`src/rtl/sseg_capture.sv`:
```
// Receive-side monitor for a scanned 4-digit seven-segment bus: settles each strobe and decodes it back to a nibble/dp per digit.
// Optional per-digit valid timeout is enabled with `define SSEG_CAPTURE_TIMEOUT_EN.
module sseg_capture #(
  parameter int SETTLE_CYCLES  = 4,
  parameter int TIMEOUT_CYCLES = 65536
) (
  input  logic        clk,
  input  logic        rst_n,
  input  logic [3:0]  an,
  input  logic [6:0]  seg,
  input  logic        dp,
  output logic [15:0] digits,
  output logic [3:0]  dps,
  output logic [3:0]  valid,
  output logic        bad_seg,
  output logic        frame_done
);
  localparam int CW = $clog2(SETTLE_CYCLES + 1);
  localparam logic [CW-1:0] CNT_MAX = CW'(SETTLE_CYCLES);

  if (SETTLE_CYCLES < 1 || TIMEOUT_CYCLES < 2) begin : g_bad_param
    $error("sseg_capture: SETTLE_CYCLES must be >= 1 and TIMEOUT_CYCLES >= 2");
  end

  typedef enum logic [1:0] {IDLE, SETTLE, HOLD} state_t;

  state_t        state;
  logic [11:0]   sync1, s;   // {an, seg, dp}
  logic [CW-1:0] cnt;
  logic [3:0]    seen;

  logic          changed, new_onehot, cap, pat_ok;
  logic [3:0]    pat_val, hit, seen_nxt;
  logic [1:0]    idx;

`ifdef SSEG_CAPTURE_TIMEOUT_EN
  localparam int TW = $clog2(TIMEOUT_CYCLES + 1);
  localparam logic [TW-1:0] TMAX = TW'(TIMEOUT_CYCLES);
  logic [TW-1:0] tmr [4];
`endif

  always_comb begin
    changed    = (sync1 != s);
    new_onehot = $onehot(~sync1[11:8]);
    cap        = (state == SETTLE) && !changed && (cnt == CNT_MAX);

    if (!s[8])       idx = 2'd0;
    else if (!s[9])  idx = 2'd1;
    else if (!s[10]) idx = 2'd2;
    else             idx = 2'd3;
    hit      = 4'b0001 << idx;
    seen_nxt = seen | hit;

    pat_ok  = 1'b1;
    pat_val = 4'h0;
    case (s[7:1])
      7'b1000000: pat_val = 4'h0;
      7'b1111001: pat_val = 4'h1;
      7'b0100100: pat_val = 4'h2;
      7'b0110000: pat_val = 4'h3;
      7'b0011001: pat_val = 4'h4;
      7'b0010010: pat_val = 4'h5;
      7'b0000010: pat_val = 4'h6;
      7'b1111000: pat_val = 4'h7;
      7'b0000000: pat_val = 4'h8;
      7'b0010000: pat_val = 4'h9;
      7'b0001000: pat_val = 4'hA;
      7'b0000011: pat_val = 4'hB;
      7'b1000110: pat_val = 4'hC;
      7'b0100001: pat_val = 4'hD;
      7'b0000110: pat_val = 4'hE;
      7'b0001110: pat_val = 4'hF;
      default:    pat_ok  = 1'b0;
    endcase
  end

  always_ff @(posedge clk) begin
    if (!rst_n) begin
      state      <= IDLE;
      sync1      <= '1;
      s          <= '1;
      cnt        <= '0;
      seen       <= '0;
      digits     <= '0;
      dps        <= '0;
      valid      <= '0;
      bad_seg    <= 1'b0;
      frame_done <= 1'b0;
`ifdef SSEG_CAPTURE_TIMEOUT_EN
      for (int i = 0; i < 4; i++) tmr[i] <= '0;
`endif
    end else begin
      sync1      <= {an, seg, dp};
      s          <= sync1;
      bad_seg    <= 1'b0;
      frame_done <= 1'b0;

      if (changed)              cnt <= CW'(1);
      else if (cnt != CNT_MAX)  cnt <= cnt + 1'b1;

`ifdef SSEG_CAPTURE_TIMEOUT_EN
      // Placed before the capture so a same-cycle good capture overrides expiry.
      for (int i = 0; i < 4; i++) begin
        if (tmr[i] != TMAX)          tmr[i]   <= tmr[i] + 1'b1;
        if (tmr[i] == TMAX - 1'b1)   valid[i] <= 1'b0;
      end
      if (cap && pat_ok) tmr[idx] <= '0;
`endif

      case (state)
        IDLE:   if (changed && new_onehot) state <= SETTLE;
        SETTLE: begin
          if (changed) begin
            state <= new_onehot ? SETTLE : IDLE;
          end else if (cap) begin
            state <= HOLD;
            if (pat_ok) begin
              digits[{idx, 2'b00} +: 4] <= pat_val;
              dps[idx]                  <= ~s[0];
              valid[idx]                <= 1'b1;
              if (seen_nxt == 4'hF) begin
                frame_done <= 1'b1;
                seen       <= '0;
              end else begin
                seen       <= seen_nxt;
              end
            end else begin
              valid[idx] <= 1'b0;
              bad_seg    <= 1'b1;
            end
          end
        end
        HOLD:   if (changed) state <= new_onehot ? SETTLE : IDLE;
        default: state <= IDLE;
      endcase
    end
  end
endmodule

```
`config.mk`:
```
export PLATFORM = sky130hd
export DESIGN_NAME = sseg_capture
export DESIGN_NICKNAME = d
export VERILOG_FILES = /design/src/rtl/sseg_capture.sv
export SDC_FILE = /design/constraint.sdc
export NUM_CORES = 1
export LEC_CHECK = 0
export CORE_MARGIN = 3
export CORE_UTILIZATION = 45
export DETAILED_ROUTE_END_ITERATION = 8
export GPL_ROUTABILITY_DRIVEN = 0
export PLACE_DENSITY_LB_ADDON = 0.08
export SLEW_MARGIN = 20
export SYNTH_ARGS = -nofsm -noshare
export SYNTH_HDL_FRONTEND = slang
export SYNTH_SLANG_ARGS = --single-unit
```
`constraint.sdc`:
```
create_clock -name clk -period 2.07 [get_ports clk]
set_input_delay 0.621 -clock clk [delete_from_list [all_inputs] [get_ports clk]]
set_output_delay 0.621 -clock clk [all_outputs]
set_load 0.01 [all_outputs]
```
==> impl_metrics.tcl <==
set metrics [dict create \
    postRouteAntennaNets 0 \
    p_per_area_nw_per_um2 665 \
    hold_viol 0 \
    cpPeakStageDelay_ns 0.40 \
    grt_pass1_vias 2257 \
    totalWireLength_um 6130 \
    wl_per_cell_um 13.7 \
    clk_path_buf_depth 2 \
    crit_family "compound AO/OA/AOI/OAI gates" \
    netSwitchingFraction_pct 22.3 \
    antenna_found_initial 0 \
    synth_ff_type "dfxtp_1" \
    hold_class "flip-flop to flip-flop" \
    cp_data_arrival_time_ns 2.25 \
    drc 0 \
    n_antenna_cell 0 \
    clock_skew_ns 0.00770 \
    htree_levels 3 \
    synth_edf_count 0 \
    leakagePower_nw 1.63 \
    grt_max_degree 30 \
    critPathMaxFanout 8 \
    startpoint_type "flip-flop" \
    die_y_um 87.3 \
    pin_count 40 \
    cts-hold-fix-buffers 0 \
    ys_ff_latch 59 \
    grt-ovfl-total 0 \
    clk_pin_slew_ns 0.06 \
    r2r-start "s[1]" \
    seq_power_share_pct 46.0 \
    p_int_mw 2.01 \
    design_power_total_mw 2.59 \
    switchingPower_mw 0.577 \
    max_freq_ghz 0.506 \
    yosysWarnings 0 \
    syn_nets 331 \
    final_cells 447 \
    cts_sinks 59 \
    yosysTopAreaCellShare_pct 39.7 \
    synth.distinct_cells 56 \
    drv_slew 0 \
    rsz0062_at_grt "yes" \
    avgSynthCellArea_um2 9.80 \
    start_util_pct 46.6 \
    portBuffers 39 \
    coreArea_um2 6390 \
    drive_above_1_share_pct 19.2 \
    cap_violations 0 \
    final-setup-viol-count 0 \
    numCtsBuffers 9 \
    worstMarginPinSlew_ns 0.491 \
    clk_latency_ns 0.35 \
    die_w_um 87.3 \
    grt.total_usage_pct 17.5 \
    worstPathCellList "and3b_1 -> a311oi_2 -> nor2_4 -> buf_6 -> buf_4 -> o311ai_4 -> mux2i_1" \
    post-route-min-period_ns 1.98 \
    synth_area_leader_cell "dfxtp_1" \
    crit_slowest_cell "dfxtp_4" \
    fin_nets 392 \
    hold_start "digits[8]" \
    area_delta_synth_final_pct 30.5 \
    critPathBufInv 2 \
    vdd_drop_max_v 0.000550 \
    outcome "completed" \
    dpl.cell_count 429 \
    end_kind "flip-flop" \
    worstSetupStartpoint "s[1]" \
    power_frac_clock_pct 45.8 \
    synthTopCellsByArea "dfxtp_1 40%, mux2i_1 7.4%, nand2b_1 5.5%, ha_1 5.0%, nand2_1 4.2%" \
    required_ns 2.34 \
    grt_pass1_wl_um 10300 \
    drt-pass1-iter-count 4 \
    relSlewSlack_pct 67.0 \
    row_count 29 \
    p_comb_share_pct 8.2 \
    syn_inst 304 \
    yosys-top-cells-count "59 x dfxtp_1, 33 x nand2_1, 26 x nand2b_1" \
    die_area_um2 7630 \
    fin_crit_sh_pct 95.5 \
    dr_total_vias 2348 \
    hpwl_um 4480 \
    cts_tree "done" \
    drt_iter0_drc 80 \
    root_buffer "clkbuf_8" \
    path_class "flip-flop to flip-flop" \
    synth_area_um2 2980 \
    routed_via_density 5.25 \
    async_flop_share_pct 0 \
    synth_most_common_cell "dfxtp_1" \
    fill_cells 575 \
    yosysSeqAreaShare_pct 39.7 \
]
cell type report:
type                       count  area (µm²)  area share (%)
clock buffer                  12         155            3.99
timing repair buffer          67         632            16.3
multi-input combinational    215        1690            43.4
clock inverter                 4        72.6            1.87
sequential                    59        1190            30.7
tap                           77        96.3            2.48
inverter                      13        48.8            1.26
power by group through the flow:
| stage | Clock, mW | Combinational (mW) | Sequential, mW |
|---|---|---|---|
| finish | 1.18 | 0.212 | 1.19 |
| global route | 1.27 | 0.235 | 1.19 |
| CTS | 1.22 | 0.213 | 1.19 |
| detailed placement | 0 | 0.212 | 1.21 |
| global placement | 0 | 0.210 | 1.21 |
| floorplan | 0 | 0.148 | 1.20 |
cells by family after synthesis:
kind of cell	after synthesis	share of synthesized area [%]
buffers and inverters	30	4.58
DFF	59	39.7
xor gates and xnor gates	14	4.37
and+or+nand+nor	109	22.1
muxes	22	7.39
adders and majority gates	13	5.71
AOI/OAI and AO/OA	57	16.1
sequential cells by signal, indices dropped and copies added (netlist names), named ones only:
| name | cells |
|---|---|
| bad_seg | 1 |
| cnt | 3 |
| digits | 16 |
| dps | 4 |
| frame_done | 1 |
| s | 12 |
| seen | 4 |
| state | 2 |
| sync1 | 12 |
repair_timing:
action / CTS / global route
pin swaps: 0 / 4
setup buffers: 0 / 2
endpoints found under the setup margin: 4 / 23
gates resized for setup: 2 / 14
endpoints found under the hold margin: 0 / 0
cells in the final DEF, fill, tap and decap left out, types with 4 or more instances in the layout:
cell type,n
inv_1,13
nor2b_1,7
nand2b_1,26
o21a_1,4
a21oi_1,4
a21boi_0,5
buf_4,23
o21ai_0,13
ha_1,12
nor2_1,8
mux2i_1,22
nor3_1,5
xnor2_1,12
o311a_1,4
clkbuf_8,11
nand2_1,33
dfxtp_1,53
clkdlybuf4s50_1,38
dfxtp_2,4
worst register-to-register path, delay by kind of cell (launching register included):
kind                   cells  cell delay [ns]
AOI/OAI and AO/OA          2             0.73
DFF                        1             0.40
buffers and inverters      2             0.27
and+or+nand+nor            2             0.26
muxes                      1             0.24
per-stage QoR:
step / util [%] / instance area (µm²) / setup slack [ns] / hold slack [ns] / TNS [ns]
3_3_place_gp: 56.1 / 3580 / -0.00304 / 0.438 / -0.00304
3_5_place_dp: 56.1 / 3580 / -0.0345 / 0.447 / -0.0374
4_1_cts: 59.7 / 3810 / 0.00457 / 0.463 / 0
6_report: 60.9 / 3890 / 0.0925 / 0.457 / 0
2_1_floorplan: - / 2980 / 0.130 / 0.432 / 0
5_1_grt: 60.9 / 3890 / -0.0250 / 0.474 / -0.0281
layer usage:
layer | part of all wire [%] | global-route usage [%] | up-vias
met5 | 0 | 0 | -
met4 | 2.4 | 8.37 | 0
met3 | 4.3 | 5.49 | 17
met2 | 47 | 27.9 | 46
met1 | 46 | 21.2 | 1088
li1 | - | - | 1197
final timing paths:
check | endpoint | slack, ns | cells past startpoint
max | digits[14] | 0.09 | 7
min | digits[8] | 0.46 | 2
max reg2reg | digits[14] | 0.09 | 7
min reg2reg | digits[8] | 0.46 | 2
Note: power is estimated with default switching activity, not from simulation.
